<file path="src/rtl/decode_pipe_rf.sv">
// Decode stage: register file with write-before-read bypass feeding an ID/EX
// pipeline register with valid/ready handshake, load-use stall, flush and held-operand refresh.
module decode_pipe_rf #(
    parameter int DATA_W   = 16,
    parameter int NUM_REGS = 8,
    parameter int REG_W    = 3,
    parameter int INSTR_W  = 16,
    parameter int CNT_W    = 8
) (
    input  logic               clk,
    input  logic               rst,
    input  logic               in_valid,
    output logic               in_ready,
    input  logic [INSTR_W-1:0] instr,
    input  logic [REG_W-1:0]   rs_sel,
    input  logic [REG_W-1:0]   rt_sel,
    input  logic               use_rs,
    input  logic               use_rt,
    input  logic [REG_W-1:0]   dest_sel,
    input  logic               dest_wr,
    input  logic               is_load,
    input  logic               flush,
    input  logic               wb_write,
    input  logic [REG_W-1:0]   wb_sel,
    input  logic [DATA_W-1:0]  wb_data,
    output logic               out_valid,
    input  logic               out_ready,
    output logic [INSTR_W-1:0] out_instr,
    output logic [DATA_W-1:0]  out_A,
    output logic [DATA_W-1:0]  out_B,
    output logic [REG_W-1:0]   out_rs_sel,
    output logic [REG_W-1:0]   out_rt_sel,
    output logic [REG_W-1:0]   out_dest_sel,
    output logic               out_dest_wr,
    output logic               out_is_load,
    output logic               hazard_stall,
    output logic [CNT_W-1:0]   stall_cnt,
    output logic               err
);

    localparam int unsigned      LP_DEPTH   = 2 ** REG_W;
    localparam logic [REG_W:0]   LP_NREGS   = (REG_W + 1)'(NUM_REGS);
    localparam logic [CNT_W-1:0] LP_CNT_MAX = '1;

    logic [DATA_W-1:0]  r_rf [LP_DEPTH];

    logic               r_valid;
    logic [INSTR_W-1:0] r_instr;
    logic [DATA_W-1:0]  r_a;
    logic [DATA_W-1:0]  r_b;
    logic [REG_W-1:0]   r_rs_sel;
    logic [REG_W-1:0]   r_rt_sel;
    logic [REG_W-1:0]   r_dest_sel;
    logic               r_dest_wr;
    logic               r_is_load;
    logic [CNT_W-1:0]   r_stall_cnt;
    logic               r_err;

    logic               w_wb_ok;
    logic               w_rs_ok;
    logic               w_rt_ok;
    logic               w_dest_ok;
    logic [DATA_W-1:0]  w_rs_val;
    logic [DATA_W-1:0]  w_rt_val;
    logic               w_advance;
    logic               w_hazard;
    logic               w_in_ready;
    logic               w_accept;

    // Out-of-range selects read as zero; a dropped write must not bypass either.
    always_comb begin
        w_wb_ok   = wb_write && ({1'b0, wb_sel} < LP_NREGS);
        w_rs_ok   = {1'b0, rs_sel} < LP_NREGS;
        w_rt_ok   = {1'b0, rt_sel} < LP_NREGS;
        w_dest_ok = {1'b0, dest_sel} < LP_NREGS;

        w_rs_val = '0;
        if (w_rs_ok) begin
            w_rs_val = (w_wb_ok && wb_sel == rs_sel) ? wb_data : r_rf[rs_sel];
        end
        w_rt_val = '0;
        if (w_rt_ok) begin
            w_rt_val = (w_wb_ok && wb_sel == rt_sel) ? wb_data : r_rf[rt_sel];
        end

        w_advance  = !r_valid || out_ready;
        w_hazard   = in_valid && r_valid && r_is_load && r_dest_wr &&
                     ((use_rs && rs_sel == r_dest_sel) || (use_rt && rt_sel == r_dest_sel)) &&
                     !flush;
        w_in_ready = flush || (w_advance && !w_hazard);
        w_accept   = in_valid && w_in_ready;
    end

    always_ff @(posedge clk or negedge rst) begin
        if (!rst) begin
            r_rf <= '{default: '0};
        end else if (w_wb_ok) begin
            r_rf[wb_sel] <= wb_data;
        end
    end

    always_ff @(posedge clk or negedge rst) begin
        if (!rst) begin
            r_valid    <= 1'b0;
            r_instr    <= '0;
            r_a        <= '0;
            r_b        <= '0;
            r_rs_sel   <= '0;
            r_rt_sel   <= '0;
            r_dest_sel <= '0;
            r_dest_wr  <= 1'b0;
            r_is_load  <= 1'b0;
        end else if (flush) begin
            r_valid <= 1'b0;
        end else if (w_advance && w_hazard) begin
            r_valid <= 1'b0;
        end else if (w_advance) begin
            r_valid    <= in_valid;
            r_instr    <= instr;
            r_a        <= w_rs_val;
            r_b        <= w_rt_val;
            r_rs_sel   <= rs_sel;
            r_rt_sel   <= rt_sel;
            r_dest_sel <= dest_sel;
            r_dest_wr  <= dest_wr;
            r_is_load  <= is_load;
        end else begin
            // Held instruction: pick up writeback results so operands stay current.
            if (w_wb_ok && wb_sel == r_rs_sel) begin
                r_a <= wb_data;
            end
            if (w_wb_ok && wb_sel == r_rt_sel) begin
                r_b <= wb_data;
            end
        end
    end

    always_ff @(posedge clk or negedge rst) begin
        if (!rst) begin
            r_stall_cnt <= '0;
            r_err       <= 1'b0;
        end else begin
            if (w_hazard && r_stall_cnt != LP_CNT_MAX) begin
                r_stall_cnt <= r_stall_cnt + 1'b1;
            end
            if ((w_accept && !(w_rs_ok && w_rt_ok && w_dest_ok)) ||
                (wb_write && !w_wb_ok)) begin
                r_err <= 1'b1;
            end
        end
    end

    assign in_ready     = w_in_ready;
    assign hazard_stall = w_hazard;
    assign out_valid    = r_valid;
    assign out_instr    = r_instr;
    assign out_A        = r_a;
    assign out_B        = r_b;
    assign out_rs_sel   = r_rs_sel;
    assign out_rt_sel   = r_rt_sel;
    assign out_dest_sel = r_dest_sel;
    assign out_dest_wr  = r_dest_wr;
    assign out_is_load  = r_is_load;
    assign stall_cnt    = r_stall_cnt;
    assign err          = r_err;

endmodule

</file>
<file path="config.mk">
export PLATFORM = sky130hd
export DESIGN_NAME = decode_pipe_rf
export DESIGN_NICKNAME = d
export VERILOG_FILES = /design/src/rtl/decode_pipe_rf.sv
export SDC_FILE = /design/constraint.sdc
export NUM_CORES = 1
export LEC_CHECK = 0
export BUFFER_PORTS_ARGS = -buffer_cell sky130_fd_sc_hd__buf_2
export CORE_MARGIN = 2
export CORE_UTILIZATION = 33
export DETAILED_ROUTE_END_ITERATION = 8
export HOLD_SLACK_MARGIN = 0.05
export SKIP_CTS_REPAIR_TIMING = 1
export SYNTH_ARGS = -nofsm -noshare
export SYNTH_HDL_FRONTEND = slang
export SYNTH_SLANG_ARGS = --single-unit
</file>
<file path="constraint.sdc">
create_clock -name clk -period 3.1 [get_ports clk]
set_input_delay 0.31 -clock clk [delete_from_list [all_inputs] [get_ports clk]]
set_output_delay 0.31 -clock clk [all_outputs]
set_load 0.01 [all_outputs]
</file>
==> impl_metrics.json <==
{
  "synth_seq_cells": 196,
  "ys.flop_type": "dfrtp_1",
  "rows": 64,
  "yosysTopAreaCell": "dfrtp_1",
  "power_mw": 7.54,
  "clock_latency_ns": 0.44,
  "dp_slack_ns": 0.555,
  "first_global_vias": 6571,
  "synth_top_area_share_pct": 48.6,
  "start_util_pct": 33.3,
  "leakagePower_nw": 5.10,
  "grt_pass1_wl_um": 39500,
  "portBuffers": 123,
  "setup_violations": 0,
  "finalMaxSlewViolations": 0,
  "wire_per_inst_um": 20.9,
  "numCtsBuffers": 17,
  "irDropWorstVdd_uv": 416,
  "area_growth_pct": 16.8,
  "finalSetupTns_ns": 0,
  "startpoint_type": "flop",
  "layout_min_cycle_time_ns": 2.32,
  "wirelength_um": 25600,
  "grt_start_max_net_pins": 74,
  "die_h_um": 179,
  "nets": 875,
  "tightest_slew_ns": 1.02,
  "cts.htree.levels": 4,
  "status": "complete, no violations",
  "gp_congestion": 0.729,
  "drc": 0,
  "drt-vias-per-instance": 5.26,
  "finalCritPeriodShare_pct": 74.9,
  "cts_root_buf": "clkbuf_16",
  "rsz0062_at_grt": "false",
  "antenna_found_initial": 0,
  "grt.overflow.total": 0,
  "via_count": 6460,
  "syn-cell-area_um2": 10100,
  "synthCells": 717,
  "grt_use_total_pct": 16.5,
  "ys_warn_count": 0,
  "pin_count": 125,
  "hold_class": "input pin to flop",
  "cp_max_fo": 32,
  "cts_max_path_buffers": 2,
  "synth_area_leaders": "dfrtp_1, mux2_2, mux4_2",
  "syn-num-nets": 772,
  "dpl.hpwl_um": 16600,
  "p_per_area_nw_per_um2": 639,
  "fmax_mhz": 431,
  "dieArea_um2": 32000,
  "synth_common_cells": "dfrtp_1, mux2_2, mux4_2, o21ai_0, nand2_1",
  "synth.distinct_cells": 40,
  "synth_edf_count": 0,
  "core_area_um2": 30300,
  "final_hold_viol_count": 0,
  "drive_above_1_share_pct": 50.1,
  "maxCapViolCount": 0,
  "finalClockSkew_ns": 0.0127,
  "worst_slack_ns": 0.779,
  "synth.yosys.seq_area_share_pct": 48.6,
  "cts_tree": "done",
  "drtAntennaViolNets": 0,
  "drt_iter0_drc": 320,
  "post_synth.cell_area_avg_um2": 14.1,
  "crit_arrival_ns": 2.67,
  "synthArstFlopShare_pct": 100,
  "slew_headroom_pct": 31.9,
  "firstDrtPassIters": 5,
  "diodes": 0,
  "yosysMostFrequentCell": "dfrtp_1",
  "clk_pin_slew_ns": 0.07,
  "required_ns": 3.45,
  "clkSinkCount": 196,
  "cp-end-kind": "flop",
  "die_w_um": 179,
  "path_class": "flop to flop",
  "post-route-util_pct": 38.8
}
## through the flow
step / cells / instance area [µm²] / hold slack, ns
global placement: 1196 / 11200 / 0.365
global route: 1228 / 11800 / 0.0869
CTS: 1227 / 11800 / -0.106
finish: 1228 / 11800 / 0.0958
floorplan: 717 / 10100 / 0.0144
detailed placement: 1196 / 11200 / 0.373
## kinds of logic (layout without fill, tap and decap cells)
group                      after synthesis  in the layout  synth area share (%)
xor gates and xnor gates                24             24                  2.08
and+or+nand+nor                         64             64                  3.52
AOI/OAI and AO/OA                      108            108                  6.66
muxes                                  252            252                  35.6
other                                    1              1                0.0371
adders and majority gates                1              1                 0.124
DFF                                    196            196                  48.6
buffers and inverters                   71            186                  3.41
## registers in the layout (all words and copies together), names as in the netlist
register and count:
out_dest_sel 3, out_rt_sel 3, stall_cnt 8, out_A 16
out_is_load 1, out_rs_sel 3, out_B 16, out_instr 16
out_dest_wr 1, out_valid 1, r_rf 128
## report_power, final
group          internal, mW  switching, mW
Clock                  1.34          0.994
Combinational         0.995          0.773
Sequential             3.08          0.354
## path summary, 6_finish.rpt
path                                             start                           to  slack [ns]  cells after the start
min reg2reg                   out_instr[7]$_DFFE_PN0P_     out_instr[7]$_DFFE_PN0P_        0.51                      1
max                        out_dest_sel[0]$_DFFE_PN0P_         out_A[1]$_DFFE_PN0P_        0.78                      5
max in group asynchronous                          rst     out_instr[7]$_DFFE_PN0P_        1.82                      3
max reg2reg                out_dest_sel[0]$_DFFE_PN0P_         out_A[1]$_DFFE_PN0P_        0.78                      5
min in group asynchronous                          rst     stall_cnt[5]$_DFFE_PN0P_        0.43                      2
min                                        dest_sel[2]  out_dest_sel[2]$_DFFE_PN0P_         0.1                      2
## per-layer routing
metal  wire (µm)  track usage [%]  part of all wire (%)
met5           0                0                     0
met4         409             4.64                   1.6
met3        1240             2.99                   4.9
met2       11900             26.2                    47
met1       12000             23.2                    47
## critical path, stage by stage, from the launching register on
cell,delay (ns)
dfrtp_1,0.44
xnor2_1,0.18
nand4_2,0.29
a211oi_4,0.95
o21ai_0,0.24
o31ai_1,0.11
## area by class of cell
type	instances	area, µm²
tap	396	495
multi-input combinational	450	4890
clock inverter	10	146
fill	2863	18600
sequential	196	4900
clock buffer	21	470
timing repair buffer	154	872
inverter	1	3.75
## cells in the final DEF, fill, tap and decap left out, types with 3 or more instances in the layout
cell,netlist,layout
dfrtp_1,196,196
mux2_4,20,20
buf_4,5,29
mux4_2,64,64
o31ai_1,32,32
buf_2,17,122
mux2_2,136,136
xor2_1,7,7
nand2b_1,3,3
xnor2_1,17,17
clkbuf_16,0,17
o21ai_0,64,64
nand4_1,5,5
bufinv_16,0,3
clkbuf_8,0,4
nand4b_1,3,3
nand2_1,35,35
mux2i_1,32,32
No activity file was read; power rests on OpenSTA's default activity.
